--- config.mk ---
export PLATFORM = sky130hd
export DESIGN_NAME = connect4_line_rom
export DESIGN_NICKNAME = d
export VERILOG_FILES = /design/src/rtl/connect4_pkg.sv /design/src/rtl/connect4_line_rom.sv
export SDC_FILE = /design/constraint.sdc
export NUM_CORES = 1
export LEC_CHECK = 0
export ABC_CLOCK_PERIOD_IN_PS = 1100
export BUFFER_PORTS_ARGS = -buffer_cell sky130_fd_sc_hd__clkbuf_2
export CORE_AREA = 2 2 39 41
export DETAILED_ROUTE_END_ITERATION = 6
export DIE_AREA = 0 0 41 43
export PLACE_DENSITY = 0.48
export SLEW_MARGIN = 5
export SYNTH_ARGS = -nofsm -noshare
export SYNTH_HDL_FRONTEND = slang
export SYNTH_SLANG_ARGS = --single-unit
--- constraint.sdc ---
create_clock -name vclk -period 1.1
set_input_delay 0.22 -clock vclk [all_inputs]
set_output_delay 0.22 -clock vclk [all_outputs]
set_load 0.005 [all_outputs]
--- src/rtl/connect4_pkg.sv ---
// Shared constants, winner codes, line table and FSM states
// for the 4x4 connect-four win checker.
package connect4_pkg;

    localparam int N        = 4;
    localparam int LINE_CNT = 10;

    localparam logic [1:0] WIN_NONE = 2'b00;
    localparam logic [1:0] WIN_P1   = 2'b01;
    localparam logic [1:0] WIN_P2   = 2'b10;

    // Scan order: rows bottom-up, columns left-right, diagonal, anti-diagonal
    localparam logic [15:0] LINE_MASK [0:LINE_CNT-1] = '{
        16'h000F, 16'h00F0, 16'h0F00, 16'hF000,
        16'h1111, 16'h2222, 16'h4444, 16'h8888,
        16'h8421, 16'h1248
    };

    typedef enum logic [1:0] {
        ST_IDLE   = 2'd0,
        ST_SCAN   = 2'd1,
        ST_REPORT = 2'd2
    } state_t;

endpackage

--- src/rtl/connect4_line_rom.sv ---
// Maps a scan index to the 16-bit cell mask of that line;
// indices past the last line give an empty mask.
module connect4_line_rom
    import connect4_pkg::*;
(
    input  logic [3:0]  i_idx,
    output logic [15:0] o_mask
);

    // Table lookup with out-of-range guard
    always_comb begin
        o_mask = '0;
        if (i_idx < 4'(LINE_CNT)) begin
            o_mask = LINE_MASK[i_idx];
        end
    end

endmodule

Word-level counts from Yosys, hierarchy flattened
Memory sizes are Yosys's and may differ from the RTL's.
Cells that the tools add are included.
{ "totals": {"regBits": 0, "latchBits": 0, "ramBits": 0, "romBits": 256, "inputBits": 4, "output_inout_bits": 16, "word_cells": 7, "memories": 1} }
{ "mem_list": {"columns": ["memory", "depth", "width", "read_ports", "rd_clocked_by_memory_dff", "write_ports", "line", "rtl"], "rows": [
  ["(name not given)", 16, 16, 1, 0, 0, "connect4_line_rom.sv:14", "o_mask = LINE_MASK[i_idx];"]
]} }
{ "classes": {"add_sub_neg": 0, "n_mul": 0, "div_mod_pow": 0, "magnitude_cmp": 2, "eq_ne": 0, "shift": 0, "mux": 3, "n_bitwise": 1, "reduce_logical": 0} }
{ "ops": {"columns": ["operator", "count"], "rows": [
  ["16-bit two-way mux", 3],
  ["5-bit greater-or-equal comparator (second input constant)", 1],
  ["4-bit inverter with 5-bit output", 1],
  ["4-bit less-than comparator (second input constant)", 1]
]} }

Logic depth before layout (Yosys ltp)
Gate-level depths: netlist of run 1.
{ "depth": {"ltp_word": 5, "depth_mapped": 3, "depth_no_buf": 2} }

Worst setup path before layout of run 1
No wires, ideal clock.
{ "synth_timing": {"path_type": "input to output", "startpoint": "input i_idx[2]", "endpoint": "output o_mask[9]", "arrival_time_ns": 0.913, "t_required_ns": 0.880, "path_slack_ns": -0.033, "cell_stages": 3, "path_buffers": 1, "cell_sequence": "buf_6 > or4b_1 > o31ai_1"} }
{ "synth_between": {"elab_chain_len": 5, "elab_cells_between_ends": 6, "cone_classes": "order compare (1); mux (3); bitwise (1); memory (1)"} }
{ "synth_lines": {"columns": ["element", "line", "rtl"], "rows": [
  ["from (decl)", "connect4_line_rom.sv:6", "input logic [3:0] i_idx,"],
  ["4-bit inverter with 5-bit output (not written as such)", "connect4_line_rom.sv:14", null],
  ["memory 16 x 16 bit", null, null],
  ["16-bit two-way mux (not written as such) (2 in a row)", "connect4_line_rom.sv:14", null],
  ["16-bit two-way mux *", "connect4_line_rom.sv:13", "if (i_idx < 4'(LINE_CNT)) begin"],
  ["to (decl)", "connect4_line_rom.sv:7", "output logic [15:0] o_mask"]
]} }
Mark *: on every way between the ends. The rest lies on a longest branch, timed or not. The select of a mux whose other input is x is not followed.

Final worst setup path of run 1
{ "layout_timing": {"startpoint": "input i_idx[3]", "endpoint": "output o_mask[9]"} }
The elaborated chain is that of the path after synthesis.

==> impl_metrics.csv, run 1 <==
group,metric,value,unit
outcome,status,"finished, violations left",
outcome,violations,"setup timing",
critical_path,slowest_stage,"or4b_4",
layout,nClkBuffers,0,
placed_design,dpl.hpwl,601,microns
yosys,synth_area,254,sq um
detailed_routing,drtIter0Drc,0,
detailed_routing,via_per_inst,4.66,
detailed_routing,drt-total-wl,1030,microns
flow_run,cap_viol_max_count,0,
grt,antenna_found_initial,0,
detailed_routing,met2RoutedLength,560,microns
layout,drive_gt1_frac,0.848,
layout,ff_latch_area,0,sq um
sta,setup_ws,-0.207,ns
sta,tightest_slew,0.167,ns
placed_design,io_buffer_count,20,
critical_path,path_delay_family,"simple AND/OR/NAND/NOR gates",
critical_path,path_buf_inv,2,
critical_path,worstSetupStartpointType,"primary input",
sta,finalHoldViolCount,0,
critical_path,critical_path.max_stage_delay,0.53,ns
floorplan,start_util,0.184,
grt,grtUsageTotal,0.110,
layout,n_antenna_cell,0,
grt,grt_max_degree,10,
critical_path,cp.depth,4,
critical_path,cp.required,0.88,ns
sta,fin_tns_setup,-1.16,ns
hold_path,worstHoldStart,"i_idx[0]",
layout,numSequentialCells,0,
floorplan,die-area,1760,sq um
detailed_routing,wl_met1,379,microns
layout,fin_util,0.475,
sta,min_period,1.31,ns
floorplan,die_w,41,microns
grt,grt_pass1_vias,333,
power,cellPowerDensity,393,nW/um^2
power,vdd_ir_drop_max,0.194,mV
sta,slew_violations,0,
yosys,synth_most_common_cell,"nand2b_1",
hold_path,holdPathStages,4,
floorplan,core-area,1380,sq um
critical_path,path_max_fanout,8,
sta,finalSetupViolations,13,
placed_design,place_congestion,0.698,
critical_path,cp_data_arrival_time,1.09,ns
grt,grt_overflow,0,
sta,clock.fmax,765,MHz
critical_path,crit_type,"in2out",
detailed_routing,highest_layer,"met4",
sta,grt_setup_unrepaired,"true",
yosys,yosys_warnings,0,
yosys,netlist.area_leader.share,0.138,
sta,slew-limit-headroom,0.888,
yosys,synth_commonest_cells,"5 x nand2b_1, 4 x nor2_1, 4 x nor3_1, 4 x xnor2_1",
layout,nNetsFinal,72,
yosys,synth-seq-area-share,0,
yosys,synth_area_leaders,"xnor2_1 14%, nand2b_1 12%, nor3_1 7.9%, or4b_1 7.9%, or3b_1 6.9%",
detailed_routing,post_drt_wl_per_cell,12.5,microns
critical_path,crit_path_cell_trace,"clkbuf_16, or4b_4, o31ai_2, buf_2",
yosys,synth_fp_nets,42,
yosys,ys_types,20,
power,p_leak,0.314,nW
detailed_routing,drt_pass1_iterations,1,
yosys,yosysTopAreaCell,"xnor2_1",
floorplan,num_rows,14,
critical_path,cp-end-kind,"output pin",
yosys,avgSynthCellArea,6.68,sq um
hold_path,holdPathEnd,"o_mask[15]",
sta,fin_crit_sh,1.19,
yosys,synthCells,38,
clock_network,hold_buffers,0,
floorplan,die-height,43,microns
layout,areaGrowthSynthToFinish,159,%
grt,grt_pass1_wl,1450,microns
detailed_routing,vias,382,
hold_path,hp-class,"in2out",
floorplan,ios,20,
detailed_routing,drc,0,
detailed_routing,dr_wl_met3,68,microns
detailed_routing,antenna_left,0,
-- what timing repair did --
action,in CTS,in global routing
pin swaps,9,8
setup buffers,0,1
setup endpoints to repair,16,15
gates resized for setup,23,34
-- area by class of cell --
| type | instances | area [sq um] |
|---|---|---|
| fillers | 145 | 727 |
| well taps | 16 | 20.0 |
| repair buffers | 32 | 279 |
| multi-input cells | 33 | 354 |
| inverters | 1 | 3.75 |
-- worst max path at each step --
| stage | from | endpoint | slack, ns |
|---|---|---|---|
| floorplan | i_idx[2] | o_mask[9] | -0.008 |
| global placement | i_idx[3] | o_mask[9] | -0.23 |
| detailed placement | i_idx[0] | o_mask[9] | -0.22 |
| CTS | i_idx[3] | o_mask[9] | -0.21 |
| global route | i_idx[3] | o_mask[9] | -0.23 |
| finish | i_idx[3] | o_mask[9] | -0.21 |
-- routing by layer --
| metal | vias up | global-route usage |
|---|---|---|
| li1 | 195 | - |
| met1 | 170 | 0.127 |
| met2 | 15 | 0.219 |
| met3 | 2 | 0 |
| met4 | 0 | 0 |
| met5 | - | 0 |
-- tightest hold or removal path: cells and delay by family --
kind	cells	cell delay (ns)
buffers and inverters	2	0.21
and+or+nand+nor	1	0.10
AOI/OAI and AO/OA	1	0.05
-- power by group --
group	switching (mW)	internal, mW	leakage [nW]
registers	0	0	0
logic	0.112	0.146	0.314
clock network	0	0	0
-- stage by stage --
stage	hold slack, ns	power [mW]	std cells	area, sq um	setup WS (ns)
after floorplan	0.551	0.0922	38	268	-0.00813
after global placement	0.841	0.165	81	433	-0.231
after detailed placement	0.844	0.164	81	433	-0.225
after CTS	0.803	0.216	81	561	-0.211
after global routing	0.818	0.277	82	657	-0.232
final	0.795	0.258	82	657	-0.207
-- placed cells by master (no fill, tap or decap) --
cell type	instances
buf_4	6
nand2b_4	4
nor2_1	1
inv_1	1
a211oi_2	1
or4_4	1
o22ai_2	1
xnor2_2	3
nand2_1	1
o221ai_2	1
clkbuf_2	2
o31ai_2	1
or4b_1	1
xnor2_1	1
nor2_2	3
clkbuf_8	1
or3b_4	1
buf_2	14
o32ai_2	1
a21oi_2	2
nor3_2	2
nor3_1	2
nand2b_1	1
buf_6	4
or4b_4	1
o21ai_1	1
buf_8	3
xor2_2	2
clkbuf_16	2
or3b_1	1
-- cells by family after synthesis --
family | count (synthesis) | share of synthesized area
AOI/OAI and AO/OA | 8 | 0.212
xor gates and xnor gates | 6 | 0.207
buffers and inverters | 5 | 0.128
and+or+nand+nor | 19 | 0.453
Power figures use the tool's default switching activity.
==> run 2: changes to the inputs <==
--- a/config.mk
+++ b/config.mk
@@ -5,12 +5,14 @@
 export SDC_FILE = /design/constraint.sdc
 export NUM_CORES = 1
 export LEC_CHECK = 0
+export ABC_AREA = 1
 export ABC_CLOCK_PERIOD_IN_PS = 1100
-export BUFFER_PORTS_ARGS = -buffer_cell sky130_fd_sc_hd__clkbuf_2
 export CORE_AREA = 2 2 39 41
 export DETAILED_ROUTE_END_ITERATION = 6
 export DIE_AREA = 0 0 41 43
-export PLACE_DENSITY = 0.48
+export DONT_BUFFER_PORTS = 1
+export GPL_ROUTABILITY_DRIVEN = 0
+export PLACE_DENSITY = 0.31
 export SLEW_MARGIN = 5
 export SYNTH_ARGS = -nofsm -noshare
 export SYNTH_HDL_FRONTEND = slang
==> run 2 against run 1 <==
The flow now finishes without violations. Sequential share of layout area unchanged. Largest power group unchanged. Global-route usage decreased by 3.7 points. Via count decreased by 21%. Critical endpoint is now o_mask[12].
==> impl_metrics.csv, run 2 <==
group,metric,value,unit
outcome,status,"finished, final reports clean",
detailed_routing,highest_layer,"met3",
placed_design,dpl.hpwl,609,microns
sta,slew-limit-headroom,0.801,
layout,multi_input_area,169,sq um
yosys,synth_adder_area_share,0,
floorplan,die_w,41,microns
clock_network,post_cts_buffers,0,
power,vdd_ir_drop_max,0.0509,mV
critical_path,path_max_fanout,6,
flow_run,cap_viol_max_count,0,
yosys,synth_top_family_by_area,"simple AND/OR/NAND/NOR gates",
critical_path,cp-end-kind,"output pin",
yosys,yosys_warnings,0,
sta,grt_setup_unrepaired,"false",
critical_path,worstSetupStartpointType,"primary input",
yosys,synth_commonest_cells,"19 x nand2_1, 10 x inv_1, 8 x nor2_1",
detailed_routing,wl_met1,239,microns
layout,drive_gt1_frac,0.0196,
hold_path,hp-class,"in2out",
floorplan,start_util,0.153,
yosys,synthCells,51,
yosys,netlist.area_leader.share,0.337,
yosys,avgSynthCellArea,4.15,sq um
sta,clock.fmax,982,MHz
detailed_routing,drtIter0Drc,10,
detailed_routing,drt_pass1_iterations,4,
sta,finalHoldViolCount,0,
critical_path,cp.required,0.88,ns
detailed_routing,vias,303,
floorplan,die-area,1760,sq um
layout,fill_cells,173,
sta,finalSetupViolations,0,
detailed_routing,drt-total-wl,678,microns
detailed_routing,dr_wl_met3,57,microns
detailed_routing,via_per_inst,4.52,
detailed_routing,post_drt_wl_per_cell,10.1,microns
floorplan,ios,20,
layout,ff_latch_area,0,sq um
yosys,synth_fp_nets,55,
yosys,synth_area_leaders,"nand2_1 34%, inv_1 18%, a21oi_1 17%, nor2_1 14%, o21ai_0 7.1%",
placed_design,io_buffer_count,0,
layout,nClkBuffers,0,
yosys,yosysTopAreaCell,"nand2_1",
layout,numSequentialCells,0,
yosys,synth_simple_gate_area_frac,0.527,
grt,grtUsageTotal,0.0729,
grt,grt_max_degree,9,
detailed_routing,met2RoutedLength,381,microns
layout,layout_common_cells,"19 x nand2_1, 10 x inv_1, 8 x nor2_1, 7 x a21oi_1, 3 x o21ai_0",
grt,grt_pass1_wl,938,microns
sta,slew_violations,0,
critical_path,cp_data_arrival_time,0.80,ns
yosys,synth-xor-area-share,0,
critical_path,crit_type,"in2out",
sta,fin_tns_setup,0,ns
power,p_leak,0.157,nW
power,cellPowerDensity,397,nW/um^2
power,total_power,0.0928,mW
detailed_routing,drc,0,
clock_network,post_cts_resize_count,0,
layout,n_antenna_cell,0,
placed_design,place_inst,67,
sta,tightest_slew,0.296,ns
clock_network,hold_buffers,0,
critical_path,cp-startpoint,"i_idx[1]",
grt,grt_overflow,0,
floorplan,core-area,1380,sq um
floorplan,num_rows,14,
detailed_routing,antenna_left,0,
layout,areaGrowthSynthToFinish,10.7,%
yosys,synth_area,211,sq um
yosys,ys_types,8,
sta,min_period,1.02,ns
sta,fin_crit_sh,0.926,
layout,nNetsFinal,57,
critical_path,cp-endpoint,"o_mask[12]",
yosys,synth_most_common_cell,"nand2_1",
floorplan,die-height,43,microns
yosys,synth-seq-area-share,0,
grt,antenna_found_initial,0,
layout,layout_commonest_cell,"nand2_1",
layout,finalNonFillerCells,67,
grt,grt_pass1_vias,239,
yosys,synth_compound_area_frac,0.272,
yosys,synth_mux_area_frac,0,
==> run 2: cell count changes after synthesis, sizes merged, moves of 3 or more <==
cell	before	now
xnor2	4	0
nor2	4	8
a21oi	2	7
nand2	1	19
inv	1	10
nand2b	5	0
nor3	4	0
buf	4	1
==> run 2: how the worst min path moves through the flow <==
stage / from / endpoint / slack [ns] / cells after the start
2_1_floorplan: i_idx[3] / o_mask[10] / 0.57 / 2
3_3_place_gp: i_idx[1] / o_mask[0] / 0.59 / 3
3_5_place_dp: i_idx[3] / o_mask[10] / 0.59 / 2
4_1_cts: i_idx[3] / o_mask[10] / 0.59 / 2
5_1_grt: i_idx[3] / o_mask[10] / 0.60 / 2
6_report: i_idx[3] / o_mask[10] / 0.59 / 2
==> run 2: layout make-up <==
| class | instances | area share |
|---|---|---|
| repair buffers | 1 | 0.0321 |
| inverters | 10 | 0.160 |
| well taps | 16 | 0.0856 |
| multi-input cells | 40 | 0.722 |
==> run 2: metal layers <==
metal	GRT usage	vias up
met5	0	-
met4	0	0
met2	0.153	11
met1	0.0759	131
met3	0	0
li1	-	161
==> run 2: metrics by stage <==
step	setup WS [ns]	util	instance area [sq um]	hold slack (ns)
after floorplan	0.185	-	211	0.569
after global placement	0.0863	0.169	234	0.590
after detailed placement	0.0753	0.169	234	0.591
after CTS	0.0746	0.169	234	0.591
after global routing	0.0226	0.169	234	0.595
final	0.0816	0.169	234	0.586
==> run 2: power breakdown <==
group          internal (mW)  leakage, nW  switching [mW]  total (mW)
clock                      0            0               0           0
combinational         0.0281        0.157          0.0647      0.0928
sequential                 0            0               0           0
==> run 2: critical path, cell delays in order <==
cell and delay, ns:
o21ai_0 0.26, inv_1 0.13, a21oi_1 0.19
==> run 2: logic make-up (layout without fill, tap and decap cells) <==
logic type      after synthesis  in the layout
simple gates                 29             29
buf+inv                      11             11
compound gates               11             11
==> run 3: changes to the inputs <==
--- a/config.mk
+++ b/config.mk
@@ -7,12 +7,14 @@
 export LEC_CHECK = 0
 export ABC_AREA = 1
 export ABC_CLOCK_PERIOD_IN_PS = 1100
+export CAP_MARGIN = 40
 export CORE_AREA = 2 2 39 41
 export DETAILED_ROUTE_END_ITERATION = 6
 export DIE_AREA = 0 0 41 43
 export DONT_BUFFER_PORTS = 1
 export GPL_ROUTABILITY_DRIVEN = 0
 export PLACE_DENSITY = 0.31
+export REMOVE_ABC_BUFFERS = 1
 export SLEW_MARGIN = 5
 export SYNTH_ARGS = -nofsm -noshare
 export SYNTH_HDL_FRONTEND = slang
==> run 3 against run 2 <==
Clock-buffer cell count did not move. Combinational power rose by 2.5%. Final cell count did not move. Wire length rose by 9.3%. Critical path type unchanged. Largest cell class unchanged. Largest power group unchanged.
==> impl_metrics.csv, run 3 (same netlist as run 2, synthesis figures left out) <==
group,metric,value,unit
outcome,status,"finished, final reports clean",
power,seq_power_share,0,
layout,fin_util,0.169,
sta,grt_setup_unrepaired,"false",
power,cellPowerDensity,407,nW/um^2
sta,min_period,0.988,ns
critical_path,cp-startpoint,"i_idx[0]",
hold_path,holdPathEnd,"o_mask[10]",
floorplan,start_util,0.153,
floorplan,die-area,1760,sq um
layout,n_antenna_cell,0,
detailed_routing,drc,0,
layout,numSequentialCells,0,
critical_path,critical_path.max_stage_delay,0.25,ns
grt,grt.busiest_layer,"met2",
power,p_leak,0.157,nW
layout,ff_latch_area,0,sq um
grt,grtUsageTotal,0.0809,
sta,fin_tns_setup,0,ns
layout,fill_cells,168,
grt,grt_max_degree,11,
power,combinationalPowerShare,1.000,
grt,grt_pass1_wl,1080,microns
hold_path,holdPathStages,2,
power,power.internal,0.0282,mW
flow_run,cap_viol_max_count,0,
layout,layout_common_cells,"19 x nand2_1, 10 x inv_1, 8 x nor2_1, 7 x a21oi_1",
clock_network,post_cts_resize_count,0,
critical_path,crit_path_cell_trace,"o21ai_0, nand3_1, a21oi_1",
sta,clock.fmax,1010,MHz
grt,grt_overflow,0,
layout,nNetsFinal,57,
detailed_routing,drtIter0Drc,11,
detailed_routing,antenna_left,0,
hold_path,worstHoldStart,"i_idx[3]",
floorplan,num_rows,14,
power,vdd_ir_drop_max,0.0993,mV
clock_network,post_cts_buffers,0,
grt,grt_pass1_vias,286,
sta,hold_slack,0.595,ns
floorplan,ios,20,
placed_design,io_buffer_count,0,
grt,antenna_found_initial,0,
grt,use_met2,0.116,
critical_path,slowest_stage,"o21ai_0",
clock_network,hold_buffers,0,
detailed_routing,post_drt_wl_per_cell,11.1,microns
critical_path,cp-end-kind,"output pin",
power,power_switching,0.0669,mW
power,switching_share,0.704,
critical_path,crit_type,"in2out",
sta,fin_crit_sh,0.898,
grt,gr-usage-met3,0.0262,
sta,slew-limit-headroom,0.805,
layout,areaGrowthSynthToFinish,10.7,%
sta,finalHoldViolCount,0,
power,total_power,0.0951,mW
power,clkPwrFrac,0,
sta,finalSetupViolations,0,
placed_design,dpl.hpwl,644,microns
floorplan,die_w,41,microns
sta,slew_violations,0,
grt,use_met1,0.108,
critical_path,cp_data_arrival_time,0.77,ns
critical_path,path_max_fanout,6,
layout,drive_gt1_frac,0.0196,
sta,tightest_slew,0.290,ns
hold_path,hp-class,"in2out",
detailed_routing,via_per_inst,4.67,
layout,nClkBuffers,0,
detailed_routing,drt-total-wl,741,microns
detailed_routing,vias,313,
detailed_routing,drt_pass1_iterations,4,
floorplan,die-height,43,microns
floorplan,core-area,1380,sq um
critical_path,cp.required,0.88,ns
layout,layout_commonest_cell,"nand2_1",
critical_path,worstSetupStartpointType,"primary input",
==> run 3: cell counts in the layout (fill, tap and decap cells not counted) <==
No cell type changed its count.
==> run 3: per-stage QoR <==
step	setup slack [ns]	instance area, sq um	cells
after floorplan	0.185	206	50
after global placement	0.0781	234	67
after detailed placement	0.0750	234	67
after CTS	0.0734	234	67
after global routing	0.0943	234	67
final	0.112	234	67
==> run 3: layout make-up <==
| type | count | area [sq um] | share of cell area |
|---|---|---|---|
| Multi-Input combinational cell | 40 | 169 | 0.722 |
| Inverter | 10 | 37.5 | 0.160 |
| Tap cell | 16 | 20.0 | 0.0856 |
| Timing Repair Buffer | 1 | 7.51 | 0.0321 |
==> run 3: power groups by stage <==
| stage | Clock, mW | Combinational (mW) | Sequential [mW] |
|---|---|---|---|
| 2_1_floorplan | 0 | 0.0757 | 0 |
| 3_3_place_gp | 0 | 0.0968 | 0 |
| 3_5_place_dp | 0 | 0.0958 | 0 |
| 4_1_cts | 0 | 0.0959 | 0 |
| 5_1_grt | 0 | 0.108 | 0 |
| 6_report | 0 | 0.0951 | 0 |
==> run 3: how the worst max path moves through the flow <==
| stage | to | slack, ns | cells past startpoint |
|---|---|---|---|
| floorplan | o_mask[15] | 0.18 | 3 |
| global placement | o_mask[5] | 0.08 | 3 |
| detailed placement | o_mask[10] | 0.08 | 3 |
| CTS | o_mask[10] | 0.07 | 3 |
| global route | o_mask[12] | 0.09 | 3 |
| finish | o_mask[12] | 0.11 | 3 |
==> run 3: critical path: cells and delay by family <==
family             cells  cell delay (ns)
and+or+nand+nor        1             0.11
AOI/OAI and AO/OA      2             0.44
==> run 3: layer usage <==
| layer | share of wire | wire (microns) | vias up |
|---|---|---|---|
| met1 | 0.38 | 278 | 134 |
| met5 | 0 | 0 | - |
| met2 | 0.48 | 358 | 22 |
| met3 | 0.14 | 104 | 0 |
| li1 | - | - | 157 |
| met4 | 0 | 0 | 0 |
